**src/rtl/irq_trap_if.sv**
```systemverilog
// Bundle of EX-stage, CSR and PC-redirect signals around the trap controller.
// master: EX stage / peripherals / CSR file side; slave: irq_trap_ctrl.
interface irq_trap_if #(
    parameter int NUM_IRQ = 4
);
    logic [NUM_IRQ-1:0] irq_i;
    logic               ecall_i;
    logic               mret_i;
    logic [31:0]        inst_addr_i;
    logic               jump_i;
    logic [31:0]        jump_addr_i;
    logic [31:0]        csr_mtvec_i;
    logic [31:0]        csr_mepc_i;
    logic [31:0]        csr_mstatus_i;
    logic               csr_we_o;
    logic [11:0]        csr_waddr_o;
    logic [31:0]        csr_wdata_o;
    logic               hold_o;
    logic               int_assert_o;
    logic [31:0]        int_addr_o;

    modport master (
        output irq_i, ecall_i, mret_i, inst_addr_i, jump_i, jump_addr_i,
               csr_mtvec_i, csr_mepc_i, csr_mstatus_i,
        input  csr_we_o, csr_waddr_o, csr_wdata_o, hold_o, int_assert_o, int_addr_o
    );

    modport slave (
        input  irq_i, ecall_i, mret_i, inst_addr_i, jump_i, jump_addr_i,
               csr_mtvec_i, csr_mepc_i, csr_mstatus_i,
        output csr_we_o, csr_waddr_o, csr_wdata_o, hold_o, int_assert_o, int_addr_o
    );
endinterface

```
**src/rtl/irq_trap_ctrl.sv**
```systemverilog
// Interrupt / ecall / mret arbiter beside the execute stage. Stalls the
// pipeline, writes mepc/mcause/mstatus through the CSR port one per cycle,
// then pulses a PC redirect to mtvec (trap) or mepc (mret).
//
//  state      | meaning
//  -----------+-------------------------------------------------
//  S_IDLE     | watching for ecall/mret/irq; only state that detects
//  S_W_MEPC   | trap: writing mepc
//  S_W_MCAUSE | trap: writing mcause
//  S_W_MSTAT  | trap: writing mstatus (MPIE<=MIE, MIE<=0)
//  S_R_MSTAT  | mret: writing mstatus (MIE<=MPIE, MPIE<=1)
//  S_JUMP     | one-cycle redirect pulse, no CSR write
module irq_trap_ctrl #(
    parameter int NUM_IRQ    = 4,
    parameter int CAUSE_BASE = 7
) (
    input  logic      clk,
    input  logic      rst_n,
    irq_trap_if.slave bus
);

    localparam int          IDX_W       = (NUM_IRQ > 1) ? $clog2(NUM_IRQ) : 1;
    localparam logic [11:0] CSR_MSTATUS = 12'h300;
    localparam logic [11:0] CSR_MEPC    = 12'h341;
    localparam logic [11:0] CSR_MCAUSE  = 12'h342;

    typedef enum logic [2:0] {
        S_IDLE,
        S_W_MEPC,
        S_W_MCAUSE,
        S_W_MSTAT,
        S_R_MSTAT,
        S_JUMP
    } state_t;

    state_t state_q, state_d;

    logic [NUM_IRQ-1:0] irq_masked;
    logic               irq_hit;
    logic [IDX_W-1:0]   irq_idx;
    logic               is_idle;
    logic               take_ecall, take_mret, take_irq, event_det;
    logic [31:0]        mepc_val, cause_val;

    logic [31:0]        cause_q, mstat_q;
    logic [31:0]        mstat_trap, mstat_mret;

    logic               csr_we_d;
    logic [11:0]        csr_waddr_d;
    logic [31:0]        csr_wdata_d;
    logic               int_assert_d;
    logic [31:0]        int_addr_d;

    logic               csr_we_q;
    logic [11:0]        csr_waddr_q;
    logic [31:0]        csr_wdata_q;
    logic               int_assert_q;
    logic [31:0]        int_addr_q;

    // Event detection in IDLE: MIE-gated lowest-index IRQ, ecall > mret > irq.
    always_comb begin
        irq_masked = bus.irq_i & {NUM_IRQ{bus.csr_mstatus_i[3]}};
        irq_hit    = 1'b0;
        irq_idx    = '0;
        // Scan downward so the lowest set index is the one left standing.
        for (int k = NUM_IRQ - 1; k >= 0; k--) begin
            if (irq_masked[k]) begin
                irq_hit = 1'b1;
                irq_idx = k[IDX_W-1:0];
            end
        end
        // Detection is gated by reset so the stall stays low while in reset.
        is_idle    = (state_q == S_IDLE);
        take_ecall = rst_n && is_idle && bus.ecall_i;
        take_mret  = rst_n && is_idle && !bus.ecall_i && bus.mret_i;
        take_irq   = rst_n && is_idle && !bus.ecall_i && !bus.mret_i && irq_hit;
        event_det  = take_ecall || take_mret || take_irq;

        // ecall resumes after itself; an IRQ resumes at the EX instruction's
        // real successor, which is the jump target if it was redirecting.
        if (bus.ecall_i)
            mepc_val = bus.inst_addr_i + 32'd4;
        else if (bus.jump_i)
            mepc_val = bus.jump_addr_i;
        else
            mepc_val = bus.inst_addr_i;

        if (bus.ecall_i)
            cause_val = 32'd11;
        else
            cause_val = {1'b1, 31'(CAUSE_BASE + 32'(irq_idx))};
    end

    // mstatus rewrite values for trap entry (from snapshot) and mret (live at detect).
    always_comb begin
        mstat_trap    = mstat_q;
        mstat_trap[7] = mstat_q[3];
        mstat_trap[3] = 1'b0;
        mstat_mret    = bus.csr_mstatus_i;
        mstat_mret[3] = bus.csr_mstatus_i[7];
        mstat_mret[7] = 1'b1;
    end

    // Next-state logic for both the trap and mret sequences.
    always_comb begin
        state_d = state_q;
        case (state_q)
            S_IDLE: begin
                if (take_ecall || take_irq)
                    state_d = S_W_MEPC;
                else if (take_mret)
                    state_d = S_R_MSTAT;
            end
            S_W_MEPC:   state_d = S_W_MCAUSE;
            S_W_MCAUSE: state_d = S_W_MSTAT;
            S_W_MSTAT:  state_d = S_JUMP;
            S_R_MSTAT:  state_d = S_JUMP;
            S_JUMP:     state_d = S_IDLE;
            default:    state_d = S_IDLE;
        endcase
    end

    // Output values for the state being entered, so they register alongside it.
    always_comb begin
        csr_we_d     = 1'b0;
        csr_waddr_d  = 12'h000;
        csr_wdata_d  = 32'h0;
        int_assert_d = 1'b0;
        int_addr_d   = 32'h0;
        case (state_d)
            S_W_MEPC: begin
                csr_we_d    = 1'b1;
                csr_waddr_d = CSR_MEPC;
                csr_wdata_d = mepc_val;
            end
            S_W_MCAUSE: begin
                csr_we_d    = 1'b1;
                csr_waddr_d = CSR_MCAUSE;
                csr_wdata_d = cause_q;
            end
            S_W_MSTAT: begin
                csr_we_d    = 1'b1;
                csr_waddr_d = CSR_MSTATUS;
                csr_wdata_d = mstat_trap;
            end
            S_R_MSTAT: begin
                csr_we_d    = 1'b1;
                csr_waddr_d = CSR_MSTATUS;
                csr_wdata_d = mstat_mret;
            end
            S_JUMP: begin
                int_assert_d = 1'b1;
                int_addr_d   = (state_q == S_R_MSTAT) ? bus.csr_mepc_i : bus.csr_mtvec_i;
            end
            default: ;
        endcase
    end

    // State, detect-time snapshots and registered outputs.
    always_ff @(posedge clk) begin
        if (!rst_n) begin
            state_q      <= S_IDLE;
            cause_q      <= 32'h0;
            mstat_q      <= 32'h0;
            csr_we_q     <= 1'b0;
            csr_waddr_q  <= 12'h000;
            csr_wdata_q  <= 32'h0;
            int_assert_q <= 1'b0;
            int_addr_q   <= 32'h0;
        end else begin
            state_q      <= state_d;
            csr_we_q     <= csr_we_d;
            csr_waddr_q  <= csr_waddr_d;
            csr_wdata_q  <= csr_wdata_d;
            int_assert_q <= int_assert_d;
            int_addr_q   <= int_addr_d;
            if (event_det) begin
                cause_q <= cause_val;
                mstat_q <= bus.csr_mstatus_i;
            end
        end
    end

    assign bus.csr_we_o     = csr_we_q;
    assign bus.csr_waddr_o  = csr_waddr_q;
    assign bus.csr_wdata_o  = csr_wdata_q;
    assign bus.int_assert_o = int_assert_q;
    assign bus.int_addr_o   = int_addr_q;
    // Combinational so the detect cycle itself already stalls the pipeline.
    assign bus.hold_o       = (state_q != S_IDLE) || event_det;

endmodule

```
**src/flat_wrapper.sv**
```systemverilog
// flat-port wrapper written by rule: the top's interface ports become plain ports
module irq_trap_ctrl_flat 
#(
    parameter int NUM_IRQ    = 4,
    parameter int CAUSE_BASE = 7
)
  (clk, rst_n, bus_irq_i, bus_ecall_i, bus_mret_i, bus_inst_addr_i, bus_jump_i, bus_jump_addr_i, bus_csr_mtvec_i, bus_csr_mepc_i, bus_csr_mstatus_i, bus_csr_we_o, bus_csr_waddr_o, bus_csr_wdata_o, bus_hold_o, bus_int_assert_o, bus_int_addr_o);
  irq_trap_if #(.NUM_IRQ(NUM_IRQ)) bus_i ();
  input  logic clk;
  input  logic rst_n;
  input wire logic [$bits(bus_i.irq_i)-1:0] bus_irq_i;
  input wire logic [$bits(bus_i.ecall_i)-1:0] bus_ecall_i;
  input wire logic [$bits(bus_i.mret_i)-1:0] bus_mret_i;
  input wire logic [$bits(bus_i.inst_addr_i)-1:0] bus_inst_addr_i;
  input wire logic [$bits(bus_i.jump_i)-1:0] bus_jump_i;
  input wire logic [$bits(bus_i.jump_addr_i)-1:0] bus_jump_addr_i;
  input wire logic [$bits(bus_i.csr_mtvec_i)-1:0] bus_csr_mtvec_i;
  input wire logic [$bits(bus_i.csr_mepc_i)-1:0] bus_csr_mepc_i;
  input wire logic [$bits(bus_i.csr_mstatus_i)-1:0] bus_csr_mstatus_i;
  output wire logic [$bits(bus_i.csr_we_o)-1:0] bus_csr_we_o;
  output wire logic [$bits(bus_i.csr_waddr_o)-1:0] bus_csr_waddr_o;
  output wire logic [$bits(bus_i.csr_wdata_o)-1:0] bus_csr_wdata_o;
  output wire logic [$bits(bus_i.hold_o)-1:0] bus_hold_o;
  output wire logic [$bits(bus_i.int_assert_o)-1:0] bus_int_assert_o;
  output wire logic [$bits(bus_i.int_addr_o)-1:0] bus_int_addr_o;
  assign bus_i.irq_i = bus_irq_i;
  assign bus_i.ecall_i = bus_ecall_i;
  assign bus_i.mret_i = bus_mret_i;
  assign bus_i.inst_addr_i = bus_inst_addr_i;
  assign bus_i.jump_i = bus_jump_i;
  assign bus_i.jump_addr_i = bus_jump_addr_i;
  assign bus_i.csr_mtvec_i = bus_csr_mtvec_i;
  assign bus_i.csr_mepc_i = bus_csr_mepc_i;
  assign bus_i.csr_mstatus_i = bus_csr_mstatus_i;
  assign bus_csr_we_o = bus_i.csr_we_o;
  assign bus_csr_waddr_o = bus_i.csr_waddr_o;
  assign bus_csr_wdata_o = bus_i.csr_wdata_o;
  assign bus_hold_o = bus_i.hold_o;
  assign bus_int_assert_o = bus_i.int_assert_o;
  assign bus_int_addr_o = bus_i.int_addr_o;
  irq_trap_ctrl #(.NUM_IRQ(NUM_IRQ), .CAUSE_BASE(CAUSE_BASE)) u_core (.clk(clk), .rst_n(rst_n), .bus(bus_i));
endmodule
```
**config.mk**
```make
export PLATFORM = sky130hd
export DESIGN_NAME = irq_trap_ctrl_flat
export DESIGN_NICKNAME = d
export VERILOG_FILES = /design/src/rtl/irq_trap_if.sv /design/src/rtl/irq_trap_ctrl.sv /design/src/flat_wrapper.sv
export SDC_FILE = /design/constraint.sdc
export NUM_CORES = 1
export LEC_CHECK = 0
export ABC_AREA = 1
export BUFFER_PORTS_ARGS = -buffer_cell sky130_fd_sc_hd__buf_2
export CAP_MARGIN = 30
export CORE_MARGIN = 3
export CORE_UTILIZATION = 53
export CTS_BUF_LIST = sky130_fd_sc_hd__clkbuf_8
export CTS_CLUSTER_SIZE = 16
export DETAILED_ROUTE_END_ITERATION = 12
export GPL_ROUTABILITY_DRIVEN = 0
export PLACE_DENSITY = 0.91
export SYNTH_ARGS = -nofsm -noshare
export SYNTH_HDL_FRONTEND = slang
export SYNTH_SLANG_ARGS = --single-unit
```
**constraint.sdc**
```tcl
create_clock -name clk -period 3.5 [get_ports clk]
set_input_delay 0.525 -clock clk [delete_from_list [all_inputs] [get_ports clk]]
set_output_delay 0.525 -clock clk [all_outputs]
set_load 0.05 [all_outputs]
```
==> flow_metrics.tcl, run 1 <==
set metrics [dict create \
    cts.sink_count 109 \
    yosysMostFrequentCell "nand2_1" \
    drt-initial-drc-count 652 \
    drv_cap 0 \
    grtUsageMet1_pct 38.9 \
    avgRoutedWirePerCell_um 15.3 \
    synth_top_area_share_pct 39.9 \
    dp_slack_ns 1.14 \
    power.leakage_nw 3.41 \
    crit_path_max_fanout 36 \
    h-tree-depth 3 \
    synth-seq-area-share_pct 39.9 \
    swShare_pct 37.3 \
    crit_arrival_ns 2.01 \
    ctsHoldBuffers 0 \
    track_usage_pct 29.9 \
    die_y_um 108 \
    synth_area_leader_cell "dfxtp_1" \
    slew-limit-headroom_pct 28.7 \
    worstSkewPairLatency_ns 0.37 \
    fin_util_pct 69.6 \
    die_w_um 108 \
    drive_above_1_share_pct 26.8 \
    root_buffer "clkbuf_8" \
    holdPathStages 3 \
    clock.fmax_mhz 395 \
    routed_wl_um 17900 \
    num_rows 36 \
    multi_input_area_um2 2880 \
    power_density_nw_per_um2 477 \
    setup_tns_ns 0 \
    r2r-start "u_core.state_q[1]" \
    port_buffers 240 \
    rsz0062_at_grt "no" \
    internal_power_mw 2.06 \
    grtUsageMet2_pct 50.6 \
    initial_core_util_pct 55.2 \
    fill_cells 899 \
    fin_crit_sh_pct 72.3 \
    end_kind "primary output" \
    r2r_cells 11 \
    crit_path_start_kind "register" \
    regArea_um2 2180 \
    synthTopCellsByCount "nand2_1 (199), nor2_1 (120), dfxtp_1 (109)" \
    seqPwrFrac_pct 43.5 \
    crit_buf_inv 4 \
    area_delta_synth_final_pct 26.0 \
    syn_avg_cell_area_um2 6.63 \
    synth-seq-cells 109 \
    cpLargestDelayFamily "buffers and inverters" \
    num_vias 6301 \
    yosys_warnings 0 \
    grt_use_met3_pct 4.98 \
    whs_ns 0.385 \
    crit_start "u_core.state_q[1]" \
    clockBufferDepth 2 \
    post-cts-setup-buffers 0 \
    fin_crit_ns 2.53 \
    antenna_found_initial 0 \
    dr.pass1.iters 6 \
    p_sw_mw 1.23 \
    grt_pass1_vias 5768 \
    nets 1206 \
    routed_via_density 5.37 \
    worstHoldPathType "primary input to register" \
    fin_ws_ns 0.969 \
    n_antenna_cell 0 \
    peakVddDrop_uv 272 \
    ctsResizeCount 0 \
    cts.clk_slew.worst_paths_ns 0.11 \
    clock_skew_ns 0.0144 \
    path_class "register to primary output" \
    dp_hpwl_um 13200 \
    num_io_pins 248 \
    cts_tree "built" \
    busiest_layer "met2" \
    crit_cells 9 \
    slew_viol_final 0 \
    path_cells "nor2_4 -> buf_4 -> nand3_2 -> nor2_2 -> inv_2 -> nand2_2 -> inv_2 -> nand3_1 -> buf_2" \
    crit_required_ns 2.97 \
    max_stage_delay_ns 0.39 \
    grt_pass1_wl_um 27900 \
    hold_viol 0 \
    drc 0 \
    synth_edf_count 0 \
    async_flop_share_pct 0 \
    clkPwrFrac_pct 26.6 \
    ys.flop_type "dfxtp_1" \
    critPathSlowestCell "dfxtp_1" \
    ant_nets 0 \
    synth.area.top_cells "dfxtp_1 (40%), nand2_1 (14%), nor2_1 (8.2%)" \
    min_from "bus_csr_mtvec_i[12]" \
    netlist_area_um2 5470 \
    cts-buffers-inserted 9 \
    yosysUniqueCellTypes 29 \
    grt_overflow 0 \
    cp_common_cell "inv_2" \
    tightest_slew_ns 1.07 \
    core_region_area_um2 9910 \
    finalSetupViolCount 0 \
    grt_max_degree 48 \
    die_area_um2 11600 \
    outcome "finished, final reports clean" \
    p_comb_share_pct 29.9 \
    syn-instance-count 825 \
]
[worst reg2reg max path: stages, from the launching register on]
cell,delay (ns)
dfxtp_1,0.39
nor2_4,0.09
buf_4,0.35
nand3_2,0.16
a21oi_2,0.16
nand2_2,0.07
buf_4,0.20
inv_2,0.33
o211ai_1,0.16
nand3_1,0.10
nand2_1,0.05
inv_1,0.06
[worst paths after layout]
check / slack [ns] / end
max reg2reg: 1.34 / u_core.bus.csr_wdata_o[3]
max: 0.97 / bus_hold_o
min reg2reg: 0.49 / u_core.cause_q[2]
min: 0.39 / u_core.bus.int_addr_o[12]
[routing by layer]
metal,vias up,part of all wire (%),wire length (um)
met5,-,0,0
met1,2778,40,7140
met2,356,49,8750
met3,41,8.9,1600
li1,3126,-,-
met4,0,2.4,429
[cells by family (layout without fill, tap and decap cells)]
family | Yosys count | count (layout) | synth area share, %
flip-flops | 109 | 109 | 39.9
XOR/XNOR | 9 | 9 | 1.44
AO/OA/AOI/OAI | 198 | 198 | 20.0
AND/OR/NAND/NOR | 406 | 406 | 30.2
buffers and inverters | 100 | 309 | 7.98
adder cells (fa/ha/maj) | 2 | 2 | 0.457
other | 1 | 7 | 0.0685
[through the flow]
stage / std cells / power (mW) / area (um2)
floorplan: 831 / 2.14 / 5500
finish: 1173 / 3.29 / 6900
global placement: 1156 / 2.41 / 6660
global route: 1173 / 3.43 / 6900
CTS: 1173 / 3.28 / 6900
detailed placement: 1157 / 2.42 / 6670
[registers in the layout (all words and copies together) (netlist names)]
register,cells
u_core.bus.csr_waddr_o,4
u_core.bus.csr_wdata_o,32
u_core.bus.csr_we_o,1
u_core.bus.int_addr_o,32
u_core.bus.int_assert_o,1
u_core.cause_q,5
u_core.mstat_q,31
u_core.state_q,3
[area by class of cell]
type,count,share of cell area [%]
tap,133,2.41
clock buffer,9,1.80
timing repair buffer,250,18.6
multi-input combinational,622,41.7
clock inverter,7,1.49
inverter,43,2.34
sequential,109,31.6
[power by group through the flow]
stage | Clock (mW) | Combinational (mW) | Sequential, mW
floorplan | 0 | 0.474 | 1.66
global placement | 0 | 0.953 | 1.45
detailed placement | 0 | 0.968 | 1.46
CTS | 0.881 | 0.974 | 1.43
global route | 0.921 | 1.07 | 1.44
finish | 0.874 | 0.982 | 1.43
[cell usage in the layout (no fill, tap or decap)]
master | synthesis | routed
xor2_1 | 6 | 6
bufinv_16 | 0 | 2
o21ai_1 | 6 | 6
clkinv_2 | 0 | 1
nand2_2 | 2 | 2
nand3_2 | 1 | 1
a211oi_1 | 1 | 1
dfxtp_1 | 109 | 109
o211a_1 | 1 | 1
clkbuf_8 | 0 | 9
a22oi_1 | 26 | 26
o211ai_1 | 7 | 7
inv_6 | 0 | 2
xnor2_1 | 3 | 3
a21oi_1 | 88 | 88
buf_8 | 0 | 1
nor2_2 | 3 | 3
inv_8 | 0 | 1
conb_1 | 1 | 7
nor3_1 | 1 | 1
nor2_1 | 120 | 120
buf_4 | 9 | 9
inv_1 | 38 | 38
clkinv_4 | 0 | 1
inv_2 | 5 | 5
ha_1 | 2 | 2
nand2_1 | 199 | 199
a31oi_1 | 9 | 9
nor2_4 | 1 | 1
buf_2 | 10 | 240
nand3_1 | 79 | 79
o21ai_0 | 59 | 59
a21oi_2 | 1 | 1
No activity file was read; power rests on OpenSTA's default activity.
==> run 2, diff against run 1 <==
--- a/config.mk
+++ b/config.mk
@@ -5,16 +5,16 @@
 export SDC_FILE = /design/constraint.sdc
 export NUM_CORES = 1
 export LEC_CHECK = 0
-export ABC_AREA = 1
+export ABC_AREA = 0
 export BUFFER_PORTS_ARGS = -buffer_cell sky130_fd_sc_hd__buf_2
 export CAP_MARGIN = 30
 export CORE_MARGIN = 3
-export CORE_UTILIZATION = 53
+export CORE_UTILIZATION = 48
 export CTS_BUF_LIST = sky130_fd_sc_hd__clkbuf_8
 export CTS_CLUSTER_SIZE = 16
 export DETAILED_ROUTE_END_ITERATION = 12
 export GPL_ROUTABILITY_DRIVEN = 0
-export PLACE_DENSITY = 0.91
+export PLACE_DENSITY = 0.84
 export SYNTH_ARGS = -nofsm -noshare
 export SYNTH_HDL_FRONTEND = slang
 export SYNTH_SLANG_ARGS = --single-unit
==> constraint.sdc (replaced) <==
create_clock -name clk -period 2.6 [get_ports clk]
set_input_delay 0.39 -clock clk [delete_from_list [all_inputs] [get_ports clk]]
set_output_delay 0.39 -clock clk [all_outputs]
set_load 0.05 [all_outputs]
==> run 2 against run 1 <==
Largest cell class unchanged. Combinational power grew 34%. Largest power group unchanged. Register-to-register slack lost 1.2 ns. Sequential cell count is the same.
==> flow_metrics.tcl, run 2 <==
set metrics [dict create \
    outcome "finished, final reports clean" \
    synth-seq-area-share_pct 41.3 \
    track_usage_pct 26.3 \
    async_flop_share_pct 0 \
    crit_start "u_core.state_q[0]" \
    final_common_cell "buf_2" \
    h-tree-depth 3 \
    grt_max_degree 35 \
    finalSetupViolCount 0 \
    internal_power_mw 2.62 \
    n_antenna_cell 0 \
    root_buffer "clkbuf_8" \
    cts.clk_slew.worst_paths_ns 0.12 \
    cts-buffers-inserted 9 \
    worstHoldPathType "primary input to register" \
    synthMuxAreaShare_pct 5.40 \
    worstSkewPairLatency_ns 0.37 \
    die_y_um 111 \
    num_rows 37 \
    r2r-start "u_core.state_q[0]" \
    min_from "bus_csr_mepc_i[9]" \
    p_comb_share_pct 31.5 \
    cts.sink_count 109 \
    grt_pass1_vias 5483 \
    peakVddDrop_uv 358 \
    synthTopCellsByCount "nand2_1 (157), dfxtp_1 (109), a21oi_1 (83)" \
    dr.pass1.iters 5 \
    clkPwrFrac_pct 23.5 \
    yosysMostFrequentCell "nand2_1" \
    max_stage_delay_ns 0.58 \
    crit_arrival_ns 2.14 \
    synth_compound_area_share_pct 21.9 \
    drt-initial-drc-count 544 \
    yosys_warnings 0 \
    mostFrequentLayoutCells "buf_2 (239), nand2_1 (157), dfxtp_1 (109), a21oi_1 (83), nor2_1 (25)" \
    synth_xor_area_share_pct 3.65 \
    synth_edf_count 0 \
    syn_avg_cell_area_um2 7.96 \
    die_w_um 111 \
    port_buffers 240 \
    clock_skew_ns 0.0206 \
    cts_tree "built" \
    drv_cap 0 \
    swShare_pct 37.3 \
    synth-adder-area-share_pct 0.474 \
    routed_via_density 5.57 \
    holdPathStages 3 \
    crit_required_ns 2.21 \
    area_delta_synth_final_pct 28.7 \
    fin_crit_sh_pct 97.3 \
    power_density_nw_per_um2 616 \
    synth_top_family_by_area "compound AO/OA/AOI/OAI gates" \
    nets 1051 \
    grt_pass1_wl_um 26800 \
    syn-instance-count 663 \
    netlist_area_um2 5280 \
    yosysUniqueCellTypes 59 \
    end_kind "primary output" \
    power_mw 4.18 \
    p_sw_mw 1.56 \
    ant_nets 0 \
    power.leakage_nw 3.17 \
    path_class "register to primary output" \
    worstHoldEndpoint "u_core.bus.int_addr_o[9]" \
    yosys.area_share.simple_pct 20.8 \
    setup_tns_ns 0 \
    r2r_cells 6 \
    fin_util_pct 64.7 \
    core_region_area_um2 10500 \
    seqPwrFrac_pct 45.0 \
    hold_viol 0 \
    fill_cells 924 \
    clockBufferDepth 2 \
    synth.area.top_cells "dfxtp_1 (41%), nand2_1 (11%), a21oi_1 (7.9%)" \
    critPathSlowestCell "or4b_4" \
    rrSetupSlack_ns 0.14 \
    dp_hpwl_um 12400 \
    synth-seq-cells 109 \
    die_area_um2 12300 \
    slew_viol_final 0 \
    tightest_slew_ns 0.570 \
    grt_overflow 0 \
    fin_crit_ns 2.53 \
    initial_core_util_pct 50.2 \
    routed_wl_um 16800 \
    r2r-end "u_core.bus.csr_wdata_o[26]" \
    path_cells "or4b_4 -> buf_4 -> or2_2 -> nand3b_1 -> buf_12" \
    crit_path_max_fanout 8 \
    avgRoutedWirePerCell_um 16.5 \
    num_io_pins 248 \
    clock.fmax_mhz 395 \
    drc 0 \
    post-cts-setup-buffers 0 \
    ys.flop_type "dfxtp_1" \
    synth_area_leader_cell "dfxtp_1" \
    synth_top_area_share_pct 41.3 \
    antenna_found_initial 0 \
    crit_path_start_kind "register" \
    drive_above_1_share_pct 33.2 \
    num_vias 5686 \
    slew-limit-headroom_pct 62.0 \
]
## run 2: final cells by class
class	count	area (um2)	share of cell area [%]
multi-input combinational	484	2810	41.3
sequential	109	2180	32.1
inverter	15	56.3	0.828
timing repair buffer	261	1390	20.5
clock buffer	10	138	2.03
tap	136	170	2.50
clock inverter	6	46.3	0.681
## run 2: power by group through the flow
stage          clock (mW)  sequential, mW  combinational [mW]
2_1_floorplan           0            2.19               0.588
3_3_place_gp            0            1.91                1.28
3_5_place_dp            0            1.91                1.30
4_1_cts              1.01            1.88                1.31
5_1_grt              1.08            1.90                1.42
6_report            0.984            1.88                1.32
## run 2: cell families after synthesis
group           Yosys count
flops                   109
other cells               1
buf+inv                  76
fa+ha+maj                 2
xor+xnor                 22
mux                      28
compound gates          180
simple gates            245
## run 2: worst max-delay path, delay by kind of cell, from the launching register on
kind	cells	cell delay [ns]
simple gates	3	1.04
flops	1	0.39
buf+inv	2	0.34
## run 2: what timing repair did
item,4_1_cts,5_1_grt
gates resized for setup,0,1
endpoints found under the setup margin,0,1
hold buffers,0,0
## run 2: worst max-delay path by stage
| stage | end | slack, ns | depth (start not counted) |
|---|---|---|---|
| final | bus_hold_o | 0.07 | 5 |
| after global routing | bus_hold_o | -0.01 | 5 |
| after CTS | bus_hold_o | 0.05 | 5 |
| after detailed placement | u_core.bus.csr_wdata_o[26] | 0.08 | 7 |
| after global placement | u_core.cause_q[31] | 0.1 | 8 |
| after floorplan | bus_hold_o | 0.21 | 6 |
## run 2: through the flow
stage | setup WS, ns | instances | cell area (um2) | hold slack, ns
global route | -0.0126 | 1021 | 6800 | 0.210
CTS | 0.0504 | 1021 | 6790 | 0.234
floorplan | 0.210 | 669 | 5300 | 0.436
finish | 0.0691 | 1021 | 6800 | 0.241
detailed placement | 0.0758 | 1005 | 6610 | 0.447
global placement | 0.0968 | 1004 | 6590 | 0.441
## run 2: routing by layer
metal | share of wire [%] | wire, um | track usage (%)
met1 | 38 | 6460 | 32.4
met2 | 48 | 8120 | 44.7
met3 | 11 | 1800 | 6.22
met4 | 2.5 | 428 | 9.52
met5 | 0 | 0 | 0
==> run 3, diff against run 2 <==
--- a/config.mk
+++ b/config.mk
@@ -6,15 +6,15 @@
 export NUM_CORES = 1
 export LEC_CHECK = 0
 export ABC_AREA = 0
-export BUFFER_PORTS_ARGS = -buffer_cell sky130_fd_sc_hd__buf_2
 export CAP_MARGIN = 30
-export CORE_MARGIN = 3
-export CORE_UTILIZATION = 48
+export CORE_AREA = 2 2 97 99
 export CTS_BUF_LIST = sky130_fd_sc_hd__clkbuf_8
 export CTS_CLUSTER_SIZE = 16
 export DETAILED_ROUTE_END_ITERATION = 12
+export DIE_AREA = 0 0 99 101
+export DONT_BUFFER_PORTS = 1
 export GPL_ROUTABILITY_DRIVEN = 0
-export PLACE_DENSITY = 0.84
+export PLACE_DENSITY = 0.77
 export SYNTH_ARGS = -nofsm -noshare
 export SYNTH_HDL_FRONTEND = slang
 export SYNTH_SLANG_ARGS = --single-unit
==> run 3 against run 2 <==
Global-route usage grew 2.1 points. Clock skew decreased by 0.0053 ns. Largest power group unchanged. Clock-buffer cell count fell by 1. Via count shrank 16%. Final area fell by 19%. Register-to-register slack improved by 0.06 ns. First-iteration DRC count fell by 45%. Total power down 7.1%. Highest routed layer unchanged.
==> flow_metrics.tcl, run 3 (same netlist as run 2, synthesis figures left out) <==
set metrics [dict create \
    r2r-end "u_core.cause_q[31]" \
    postPlaceCellArea_um2 5320 \
    clockBufferDepth 2 \
    rsz0062_at_grt "no" \
    dp_hpwl_um 10700 \
    rrSetupSlack_ns 0.20 \
    dp_slack_ns 0.211 \
    crit_start "u_core.state_q[1]" \
    area_delta_synth_final_pct 4.27 \
    drv_cap 0 \
    internal_power_mw 2.44 \
    r2r-start "u_core.state_q[1]" \
    n_antenna_cell 0 \
    min_from "bus_csr_mstatus_i[11]" \
    initial_core_util_pct 58.8 \
    grt_pass1_vias 4620 \
    power.leakage_nw 2.09 \
    seqPwrFrac_pct 56.3 \
    routed_wl_um 14700 \
    worstHoldPathType "primary input to register" \
    drc 0 \
    avgRoutedWirePerCell_um 19.6 \
    p_comb_share_pct 18.4 \
    cts.sink_count 109 \
    fin_crit_ns 2.48 \
    dr.pass1.iters 5 \
    port_buffers 0 \
    peakVddDrop_uv 375 \
    p_sw_mw 1.45 \
    fin_crit_sh_pct 95.5 \
    h-tree-depth 3 \
    crit_path_max_fanout 9 \
    cts-buffers-inserted 9 \
    fill_cells 813 \
    swShare_pct 37.3 \
    final_common_cell "nand2_1" \
    grt_pass1_wl_um 22700 \
    routed_via_density 6.35 \
    num_rows 35 \
    core_region_area_um2 8980 \
    crit_path_start_kind "register" \
    ant_nets 0 \
    worstSkewPairLatency_ns 0.37 \
    stdcell_area_um2 5510 \
    holdPathStages 2 \
    critPathSlowestCell "or4b_1" \
    path_cells "or4b_1 -> or2_2 -> nand3b_1 -> buf_4" \
    slew-limit-headroom_pct 37.9 \
    hold_viol 0 \
    grt_overflow 0 \
    slew_viol_final 0 \
    post-cts-setup-buffers 0 \
    cts_tree "built" \
    fin_ws_ns 0.118 \
    fin_util_pct 61.3 \
    clock.fmax_mhz 403 \
    mostFrequentLayoutCells "nand2_1 (157), dfxtp_1 (109), a21oi_1 (83), nor2_1 (25), mux2i_1 (24)" \
    finalSetupViolCount 0 \
    die_area_um2 10000 \
    max_stage_delay_ns 0.68 \
    crit_required_ns 2.21 \
    worstHoldEndpoint "u_core.mstat_q[11]" \
    cts.clk_slew.worst_paths_ns 0.12 \
    num_io_pins 248 \
    clkPwrFrac_pct 25.3 \
    crit_arrival_ns 2.09 \
    drt-initial-drc-count 299 \
    root_buffer "clkbuf_8" \
    num_vias 4772 \
    setup_tns_ns 0 \
    crit_buf_inv 1 \
    power_density_nw_per_um2 706 \
    nets 807 \
    die_w_um 99 \
    grt_max_degree 36 \
    tightest_slew_ns 0.930 \
    die_y_um 101 \
    path_class "register to primary output" \
    cpLargestDelayFamily "simple AND/OR/NAND/NOR gates" \
    clock_skew_ns 0.0153 \
    track_usage_pct 28.3 \
    r2r_cells 6 \
    outcome "finished, final reports clean" \
    drive_above_1_share_pct 7.64 \
    ctsHoldBuffers 0 \
    ctsResizeCount 0 \
    end_kind "primary output" \
    antenna_found_initial 0 \
]
## run 3: cell types whose count changed in the layout (fill, tap and decap cells not counted), sizes merged
| cell | previous run | this run |
|---|---|---|
| buf | 261 | 17 |
| inv | 17 | 18 |
| clkbuf | 10 | 9 |
## run 3: metal layers
metal  routed length (um)  track usage [%]  vias to the layer above
met5                    0                0                        -
met4                  407             13.1                        0
met3                 1420             6.80                       46
met2                 7370             50.6                      272
met1                 5510             31.9                     2192
li1                     -                -                     2262
## run 3: stage by stage
| stage | total power, mW | instances | hold slack [ns] |
|---|---|---|---|
| finish | 3.89 | 752 | 0.132 |
| global route | 4.06 | 752 | 0.110 |
| CTS | 3.90 | 752 | 0.106 |
| detailed placement | 2.93 | 736 | 0.447 |
| global placement | 2.91 | 736 | 0.441 |
| floorplan | 2.78 | 669 | 0.436 |
## run 3: cell type report
type	instances	area (um2)	area share, %
inverter	15	56.3	1.02
sequential	109	2180	39.6
tap	111	139	2.52
clock buffer	9	124	2.25
clock inverter	7	57.6	1.05
multi-input combinational	484	2810	51.0
timing repair buffer	17	140	2.55
## run 3: worst max-delay path by stage
| stage | slack (ns) | endpoint | cells past startpoint |
|---|---|---|---|
| CTS | 0.10 | bus_hold_o | 4 |
| global route | 0.01 | bus_hold_o | 4 |
| detailed placement | 0.21 | u_core.cause_q[31] | 6 |
| global placement | 0.27 | u_core.cause_q[31] | 6 |
| finish | 0.12 | bus_hold_o | 4 |
| floorplan | 0.21 | bus_hold_o | 6 |
## run 3: power by group through the flow
| stage | clock network, mW | logic (mW) | registers [mW] |
|---|---|---|---|
| 5_1_grt | 1.07 | 0.790 | 2.20 |
| 3_5_place_dp | 0 | 0.707 | 2.23 |
| 3_3_place_gp | 0 | 0.689 | 2.22 |
| 6_report | 0.985 | 0.713 | 2.19 |
| 4_1_cts | 1.01 | 0.709 | 2.19 |
| 2_1_floorplan | 0 | 0.588 | 2.19 |
